<file path="src/rtl/dbg_bus_master.sv">
// Debug-side master for the arilla bus: stalls rv_core, takes the bus for one
// word access on behalf of the debug transport and returns a single response.
module dbg_bus_master #(
  parameter int ReadLatency  = 1,
  parameter int DrainTimeout = 255
) (
  input  logic        clk,
  input  logic        rst_n,
  input  logic        cmd_valid,
  output logic        cmd_ready,
  input  logic        cmd_write,
  input  logic [31:0] cmd_addr,
  input  logic [31:0] cmd_wdata,
  input  logic [3:0]  cmd_be,
  output logic        rsp_valid,
  input  logic        rsp_ready,
  output logic [31:0] rsp_rdata,
  output logic        rsp_error,
  input  logic        core_busy,
  output logic        available,
  output logic        intercept,
  output logic [31:0] bus_addr,
  output logic        bus_rd,
  output logic        bus_wr,
  output logic [3:0]  bus_be,
  output logic [31:0] bus_wdata,
  input  logic [31:0] bus_rdata
);

  // state   | meaning
  // IDLE    | waiting for a debug command, core owns the bus
  // DRAIN   | core stalled, waiting for its in-flight transaction to finish
  // ISSUE   | bus taken, one-cycle read/write strobe
  // WAIT    | bus taken, waiting ReadLatency cycles for read data
  // RESP    | response held until the transport takes it
  // RELEASE | core released, back to IDLE next cycle
  typedef enum logic [2:0] {
    S_IDLE,
    S_DRAIN,
    S_ISSUE,
    S_WAIT,
    S_RESP,
    S_RELEASE
  } state_t;

  localparam logic [7:0] DRAIN_TC = 8'(DrainTimeout);
  localparam logic [3:0] LAT_TC   = 4'(ReadLatency);

  state_t      state, state_nxt;

  logic        write_q;
  logic [31:0] addr_q;
  logic [31:0] wdata_q;
  logic [3:0]  be_q;
  logic        err_q, err_nxt;
  logic        misalign_q, misalign_nxt;
  logic        accept;
  logic [7:0]  drain_cnt, drain_cnt_nxt;
  logic [3:0]  lat_cnt, lat_cnt_nxt;
  logic [31:0] rdata_nxt;

  logic        cmd_ready_nxt;
  logic        rsp_valid_nxt;
  logic        rsp_error_nxt;
  logic        available_nxt;
  logic        intercept_nxt;
  logic        bus_rd_nxt;
  logic        bus_wr_nxt;
  logic [31:0] bus_addr_nxt;
  logic [3:0]  bus_be_nxt;
  logic [31:0] bus_wdata_nxt;

  always_ff @(posedge clk or negedge rst_n) begin
    if (!rst_n) begin
      state      <= S_IDLE;
      write_q    <= 1'b0;
      addr_q     <= '0;
      wdata_q    <= '0;
      be_q       <= '0;
      err_q      <= 1'b0;
      misalign_q <= 1'b0;
      drain_cnt  <= '0;
      lat_cnt    <= '0;
    end else begin
      state      <= state_nxt;
      err_q      <= err_nxt;
      misalign_q <= misalign_nxt;
      drain_cnt  <= drain_cnt_nxt;
      lat_cnt    <= lat_cnt_nxt;
      if (accept) begin
        write_q <= cmd_write;
        addr_q  <= cmd_addr;
        wdata_q <= cmd_wdata;
        be_q    <= cmd_be;
      end
    end
  end

  // Both timers are down-counters loaded on entry and retired at terminal count 1.
  always_comb begin
    state_nxt     = state;
    accept        = 1'b0;
    err_nxt       = err_q;
    misalign_nxt  = misalign_q;
    drain_cnt_nxt = drain_cnt;
    lat_cnt_nxt   = lat_cnt;
    rdata_nxt     = rsp_rdata;
    case (state)
      S_IDLE: begin
        if (cmd_valid && cmd_ready) begin
          accept    = 1'b1;
          rdata_nxt = '0;
          if (cmd_addr[1:0] != 2'b00) begin
            state_nxt    = S_RESP;
            err_nxt      = 1'b1;
            misalign_nxt = 1'b1;
          end else begin
            state_nxt     = S_DRAIN;
            err_nxt       = 1'b0;
            misalign_nxt  = 1'b0;
            drain_cnt_nxt = DRAIN_TC;
          end
        end
      end
      S_DRAIN: begin
        if (!core_busy) begin
          state_nxt = S_ISSUE;
        end else begin
          drain_cnt_nxt = drain_cnt - 8'd1;
          if (drain_cnt == 8'd1) begin
            state_nxt = S_RESP;
            err_nxt   = 1'b1;
          end
        end
      end
      S_ISSUE: begin
        if (write_q) begin
          state_nxt = S_RESP;
        end else begin
          state_nxt   = S_WAIT;
          lat_cnt_nxt = LAT_TC;
        end
      end
      S_WAIT: begin
        lat_cnt_nxt = lat_cnt - 4'd1;
        if (lat_cnt == 4'd1) begin
          state_nxt = S_RESP;
          rdata_nxt = bus_rdata;
        end
      end
      S_RESP: begin
        if (rsp_ready) begin
          state_nxt    = S_RELEASE;
          rdata_nxt    = '0;
          err_nxt      = 1'b0;
          misalign_nxt = 1'b0;
        end
      end
      S_RELEASE: begin
        state_nxt = S_IDLE;
      end
      default: begin
        state_nxt = S_IDLE;
      end
    endcase
  end

  // Outputs are decoded from the next state and registered, so the bus side
  // only ever sees flop outputs and the latched command.
  always_comb begin
    cmd_ready_nxt = (state_nxt == S_IDLE);
    rsp_valid_nxt = (state_nxt == S_RESP);
    rsp_error_nxt = (state_nxt == S_RESP) && err_nxt;
    intercept_nxt = (state_nxt == S_ISSUE) || (state_nxt == S_WAIT);
    available_nxt = !((state_nxt == S_DRAIN) || (state_nxt == S_ISSUE) ||
                      (state_nxt == S_WAIT)  ||
                      ((state_nxt == S_RESP) && !misalign_nxt));
    bus_rd_nxt    = 1'b0;
    bus_wr_nxt    = 1'b0;
    bus_addr_nxt  = '0;
    bus_be_nxt    = '0;
    bus_wdata_nxt = '0;
    if (state_nxt == S_ISSUE) begin
      bus_rd_nxt   = !write_q;
      bus_wr_nxt   = write_q;
      bus_addr_nxt = addr_q;
      bus_be_nxt   = write_q ? be_q : 4'hF;
      if (write_q) begin
        bus_wdata_nxt = wdata_q;
      end
    end
  end

  always_ff @(posedge clk or negedge rst_n) begin
    if (!rst_n) begin
      cmd_ready <= 1'b0;
      rsp_valid <= 1'b0;
      rsp_error <= 1'b0;
      rsp_rdata <= '0;
      available <= 1'b1;
      intercept <= 1'b0;
      bus_rd    <= 1'b0;
      bus_wr    <= 1'b0;
      bus_addr  <= '0;
      bus_be    <= '0;
      bus_wdata <= '0;
    end else begin
      cmd_ready <= cmd_ready_nxt;
      rsp_valid <= rsp_valid_nxt;
      rsp_error <= rsp_error_nxt;
      rsp_rdata <= rdata_nxt;
      available <= available_nxt;
      intercept <= intercept_nxt;
      bus_rd    <= bus_rd_nxt;
      bus_wr    <= bus_wr_nxt;
      bus_addr  <= bus_addr_nxt;
      bus_be    <= bus_be_nxt;
      bus_wdata <= bus_wdata_nxt;
    end
  end

endmodule

</file>
<file path="config.mk">
export PLATFORM = sky130hd
export DESIGN_NAME = dbg_bus_master
export DESIGN_NICKNAME = d
export VERILOG_FILES = /design/src/rtl/dbg_bus_master.sv
export SDC_FILE = /design/constraint.sdc
export NUM_CORES = 1
export LEC_CHECK = 0
export CAP_MARGIN = 20
export CORE_ASPECT_RATIO = 0.9
export CORE_MARGIN = 2
export CORE_UTILIZATION = 43
export DETAILED_ROUTE_END_ITERATION = 6
export MAX_ROUTING_LAYER = met4
export PLACE_DENSITY = 0.84
export REMOVE_ABC_BUFFERS = 1
export SETUP_SLACK_MARGIN = 0.02
export SLEW_MARGIN = 20
export SYNTH_ARGS = -nofsm -noshare
export SYNTH_HDL_FRONTEND = slang
export SYNTH_SLANG_ARGS = --single-unit
</file>
<file path="constraint.sdc">
create_clock -name clk -period 1.73 [get_ports clk]
set_input_delay 0.346 -clock clk [delete_from_list [all_inputs] [get_ports clk]]
set_output_delay 0.346 -clock clk [all_outputs]
set_load 0.01 [all_outputs]
</file>
Word level (Yosys, flattened, before mapping)
Cells that the tools add are included.

word-level totals
  flip-flop bits (word level) = 193
  bits in latches = 0
  memory bits (writable) = 0
  bits in read-only memories = 0
  output and inout port bits = 107
  word-level logic and storage cells = 93
  memories = 0

operators by class
  add/subtract/negate cells = 2
  multiply operators = 0
  divide/modulo/power cells = 0
  order comparisons = 0
  equal/unequal tests = 16
  shift operators = 0
  muxes and demuxes = 36
  bitwise operators = 0
  reduce and logical (&&, ||, !) cells = 19

operators with widths
  kind                                                 number
  2-to-1 mux 32 bit                                    6
  one-hot mux 32 bit (3 select lines)                  1
  2-to-1 mux 8 bit                                     3
  2-to-1 mux 3 bit                                     7
  one-hot mux 8 bit (2 select lines)                   1
  one-hot mux 3 bit (5 select lines)                   1
  equality test 3 x 2 -> 1 bit, second input constant  4
  2-to-1 mux 4 bit                                     3
  inequality test 2 bit, second input constant         6
  2-to-1 mux 1 bit                                     11
  equality test 8 x 1 -> 1 bit, second input constant  1
  one-hot mux 4 bit (2 select lines)                   1
  AND reduction 4 bit                                  2
  subtractor 8 x 1 -> 8 bit, second input constant     1
  equality test 3 x 1 -> 1 bit, second input constant  2
  equality test 3 bit, second input constant           2
  zero test 3 bit                                      2
  nonzero test 2 bit                                   3
  equality test 4 x 1 -> 1 bit, second input constant  1
  logical OR 1 bit                                     4
  subtractor 4 x 1 -> 4 bit, second input constant     1
  logical AND 1 bit                                    3
  zero test 1 bit                                      3
  one-hot mux 1 bit (3 select lines)                   1
  3 further kinds                                      3

Depth between registers and ports, before layout
  depth after elaboration = 9
  depth in mapped cells = 8
  mapped depth without buffers = 6

Worst setup path after synthesis
No wires, ideal clock.

  kind = reg2reg
  from = register lat_cnt[0]
  to = register available
  setup time = 75 ps
  arrival time = 1753 ps
  data required time = 1655 ps
  slack = -98 ps
  stages on the path, launching flop included = 7
  period minus slack after synthesis = 1828 ps
  cells stage by stage = dfrtp_1 ha_1 and4bb_1 and2_1 buf_2 a2111oi_2 mux2i_1

on the way
  longest elaborated chain between the ends = 8

RTL lines
  element                                                                              RTL line  RTL
  start, declared                                                                      59        logic [3:0] lat_cnt, lat_cnt_nxt;
  start signal, assigned                                                               89        lat_cnt <= lat_cnt_nxt;
  equality test 4 x 1 -> 1 bit *                                                       146       if (lat_cnt == 4'd1) begin
  2-to-1 mux 3 bit *                                                                   146
  one-hot mux 3 bit (5 select lines) *                                                 108       case (state)
  equality test 3 x 1 -> 1 bit / equality test 3 x 2 -> 1 bit (equally long branches)  175       available_nxt = !((state_nxt == S_DRAIN) || (state_nxt == S_ISSUE) ||
  logical OR 1 bit (2 in a row)                                                        175
  logical OR 1 bit *                                                                   176       (state_nxt == S_WAIT) ||
  zero test 1 bit *                                                                    175
  via available_nxt                                                                    65        logic available_nxt;
  end signal, assigned                                                                 212       available <= available_nxt;
  end, declared                                                                        20        output logic available,

Mark *: on every way through the listed nets, which the timed path passes. The rest lies on a longest branch.
A chain may end at the register's enable or synchronous reset.

Final worst setup path
  from = register state[1]
  to = register available

on the way
  longest elaborated chain between the ends = 8

RTL lines
  element                                                                              RTL line  RTL
  start, declared                                                                      49        state_t state, state_nxt;
  start signal, assigned                                                               85        state <= state_nxt;
  2-to-1 mux 3 bit                                                                     130       if (drain_cnt == 8'd1) begin
  2-to-1 mux 3 bit                                                                     126       if (!core_busy) begin
  one-hot mux 3 bit (5 select lines)                                                   108
  equality test 3 x 1 -> 1 bit / equality test 3 x 2 -> 1 bit (equally long branches)  175
  logical OR 1 bit (2 in a row)                                                        175
  logical OR 1 bit *                                                                   176
  zero test 1 bit *                                                                    175
  via available_nxt                                                                    65

Marks and branches as above.

==> summary.txt <==
Status
  – Outcome: complete, but fails checks
  – Failing checks: setup timing

Placement
  – Post-DP Area: 10100 um^2
  – Number of port buffers: 212
  – GP Congestion: 0.841
  – Dpl hpwl: 12400 um
  – Pre-CTS setup slack: -0.346 ns

Routing
  – Routed via count: 5995
  – DRT antenna net count: 0
  – Final WL: 20100 um
  – Vias/cell: 5.03
  – DR pass1 iterations: 4
  – Remaining routing DRC violations: 0
  – Routed WL per cell: 16.9 um
  – DRT iter0 DRCs: 348

Synthesis
  – Cell area after synthesis: 7390 um^2
  – Top post-synthesis cells by area: dfrtp_1 65%, nand2_1 11%, o21ai_0 2.9%
  – Async SR Flop Fraction: 1.00
  – Sequential area share after synthesis: 0.654
  – Adder-cell share of the synthesized area: 0.00677
  – Area leader, netlist: dfrtp_1
  – Synth Area in XOR/XNOR: 0
  – Gate Count Post-Synth: 711
  – #FFs+latches synth: 193
  – Count leader, synth: nand2_1
  – Post-synth top area share: 0.650
  – EDFF count, synth: 0
  – Largest family of logic cells by synthesized area: simple AND/OR/NAND/NOR gates
  – Post-synth cell types: 50
  – Yosys warns: 0
  – Synth Flop Type: dfrtp_1
  – Syn Area/Cell: 10.4 um^2
  – Synth Area in Compound Gates: 0.0571
  – Simple-Gate Fraction of Synth Area: 0.235
  – Mux cell area share after synthesis: 0.00271
  – Commonest cells in the netlist: 211 x nand2_1, 192 x dfrtp_1, 43 x o21ai_0

Power and ir drop
  – Leak: 0.00554 uW
  – Peak VDD IR: 700 uV
  – Pwr dens: 1390 nW/um^2

Critical path
  – Worst path cell trace: or4_1 > o21ai_1 > buf_4 > a2111oi_4 > mux2i_1
  – CP Data Required Time: 2.07 ns
  – Setup CP Type: flip-flop to flip-flop
  – Worst-path fanout max: 9
  – WP data arrival: 2.13 ns
  – CP max stage cell: or4_1
  – Startpoint types: flip-flop
  – Delay of the slowest critical-path stage: 0.56 ns
  – Crit end category: flip-flop

GRT
  – Antenna violations before repair: 1
  – Vias in the first global route: 6024
  – First-pass GRT wire length: 30600 um
  – Largest net degree at the start of global routing: 69
  – Total gr overflow: 0
  – GRT Resource Usage Total: 0.225

CTS
  – Clk pin slew, worst setup/hold paths: 0.07 ns
  – Num CTS Buffers: 17
  – CTS tree: done
  – Clk sinks: 193
  – H-Tree Depth: 4
  – Clk buf depth: 2
  – Clk Latency, worst-skew pair: 0.43 ns
  – Root Buffer: clkbuf_16

Finish
  – Synthesis-to-finish area growth: 51.4%
  – Fill cells: 1242
  – Share of layout cells above drive strength 1: 0.141
  – Layout Nets: 1077
  – Final Instance Area: 11200 um^2

STA
  – Endpoints failing setup: 3
  – Hold slack: 0.437 ns
  – Tmin final: 1.79 ns
  – Final hold violations: 0
  – Fmax: 0.559 GHz
  – Slew HR: 0.712
  – Worst slew pin tran: 0.431 ns
  – Worst Skew: 0.0101 ns
  – Slew Limit Fails: 0
  – TNS Setup: -0.0908 ns
  – Final period utilization: 1.03
  – Setup WS post-layout: -0.0588 ns
  – RSZ-0062 raised after global routing: true

Die
  – Die W: 142 um
  – IO Count: 213
  – Die Height: 128 um
  – Row count: 45
  – Core Area: 16800 um^2
  – Initial Util: 0.439
  – Die area: 18300 um^2

Job
  – Total of max-cap violations: 0

Hold path
  – HP Class: input pin to asynchronous set/reset pin
## stage by stage
stage               std cells  utilization  power, uW
finish                   1192        0.665      15500
global route             1192        0.665      16400
CTS                      1181        0.647      15000
detailed placement       1139        0.600      10700
global placement         1139        0.600      10500
floorplan                 667            -       8390
## worst max-delay path: cells and delay by family, from the launching register on
| kind | cells | cell delay, ns |
|---|---|---|
| and+or+nand+nor | 1 | 0.56 |
| DFF | 1 | 0.50 |
| AOI/OAI and AO/OA | 2 | 0.32 |
| buffers and inverters | 1 | 0.18 |
| muxes | 1 | 0.16 |
## state kept, by name (all words and copies together) (netlist names), 3 cells and up
| name | cells |
|---|---|
| bus_addr | 32 |
| bus_be | 4 |
| addr_q | 32 |
| state | 3 |
| bus_wdata | 32 |
| lat_cnt | 4 |
| rsp_rdata | 32 |
| be_q | 4 |
| drain_cnt | 8 |
| wdata_q | 32 |
## cell type report
class | count | area, um^2 | share of cell area
clock buffer | 17 | 425 | 0.0380
antenna | 1 | 2.50 | 0.000224
tap | 211 | 264 | 0.0236
multi-input combinational | 432 | 2380 | 0.212
clock inverter | 15 | 181 | 0.0162
sequential | 193 | 4830 | 0.432
inverter | 42 | 158 | 0.0141
timing repair buffer | 281 | 2950 | 0.263
## what timing repair did
action | 4_1_cts | 5_1_grt
endpoints found under the setup margin | 104 | 93
pin swaps | 7 | 6
hold buffers | 1 | 0
gates cloned | 2 | 4
hold endpoints to repair | 40 | 0
resized for setup | 43 | 45
buffers inserted | 7 | 7
## worst paths after layout
kind                                    from          to  slack, ns  cells after the start
worst min-delay path                   rst_n    state[1]       0.44                      2
worst min register to register     addr_q[2]   addr_q[2]       0.47                      2
min in group clk                cmd_addr[27]  addr_q[27]       0.44                      3
max in group asynchronous              rst_n   available       0.67                      3
worst max-delay path                state[1]   available      -0.06                      5
worst max register to register      state[1]   available      -0.06                      5
## report_power, final
group,switching (uW),internal [uW],total [uW]
clock network,1800,2170,3970
registers,583,5660,6250
logic,2780,2510,5290
## cell families after synthesis
kind of cell	Yosys count
and+or+nand+nor	357
muxes	2
DFF	193
AOI/OAI and AO/OA	69
adders and majority gates	4
buffers and inverters	86
## cells in the final DEF (no fill, tap or decap), types with 3 or more instances in the layout
master           synthesis  routed
a21oi_1                  7       7
and2_1                  33      32
and3_1                  34      34
buf_12                   0       9
buf_16                   0       3
buf_4                    0      44
buf_6                    0       5
buf_8                    0       3
clkbuf_16                0      21
clkdlybuf4s50_1          0     194
clkinv_4                 0       4
clkinvlp_4               0       3
dfrtp_1                192     190
dlygate4sd2_1            0       7
dlymetal6s2s_1           0      10
ha_1                     4       3
inv_1                   42      40
inv_6                    0       3
nand2_1                211     206
nand2_2                  0       5
nand3_1                  6       6
nand4_1                 32      32
nor2_1                   8       8
nor3_1                   5       4
o21a_1                   4       4
o21ai_0                 43      19
o21ai_1                  1      22
o21ai_2                  0       3
or4_1                    3       3
## routing by layer
layer	routed length, um	vias up	GRT usage
met4	663	0	0.108
met5	0	-	-
met3	1050	48	0.0458
met1	8530	2905	0.269
li1	-	2837	-
met2	9880	205	0.366
(Power assumes the default switching activity.)
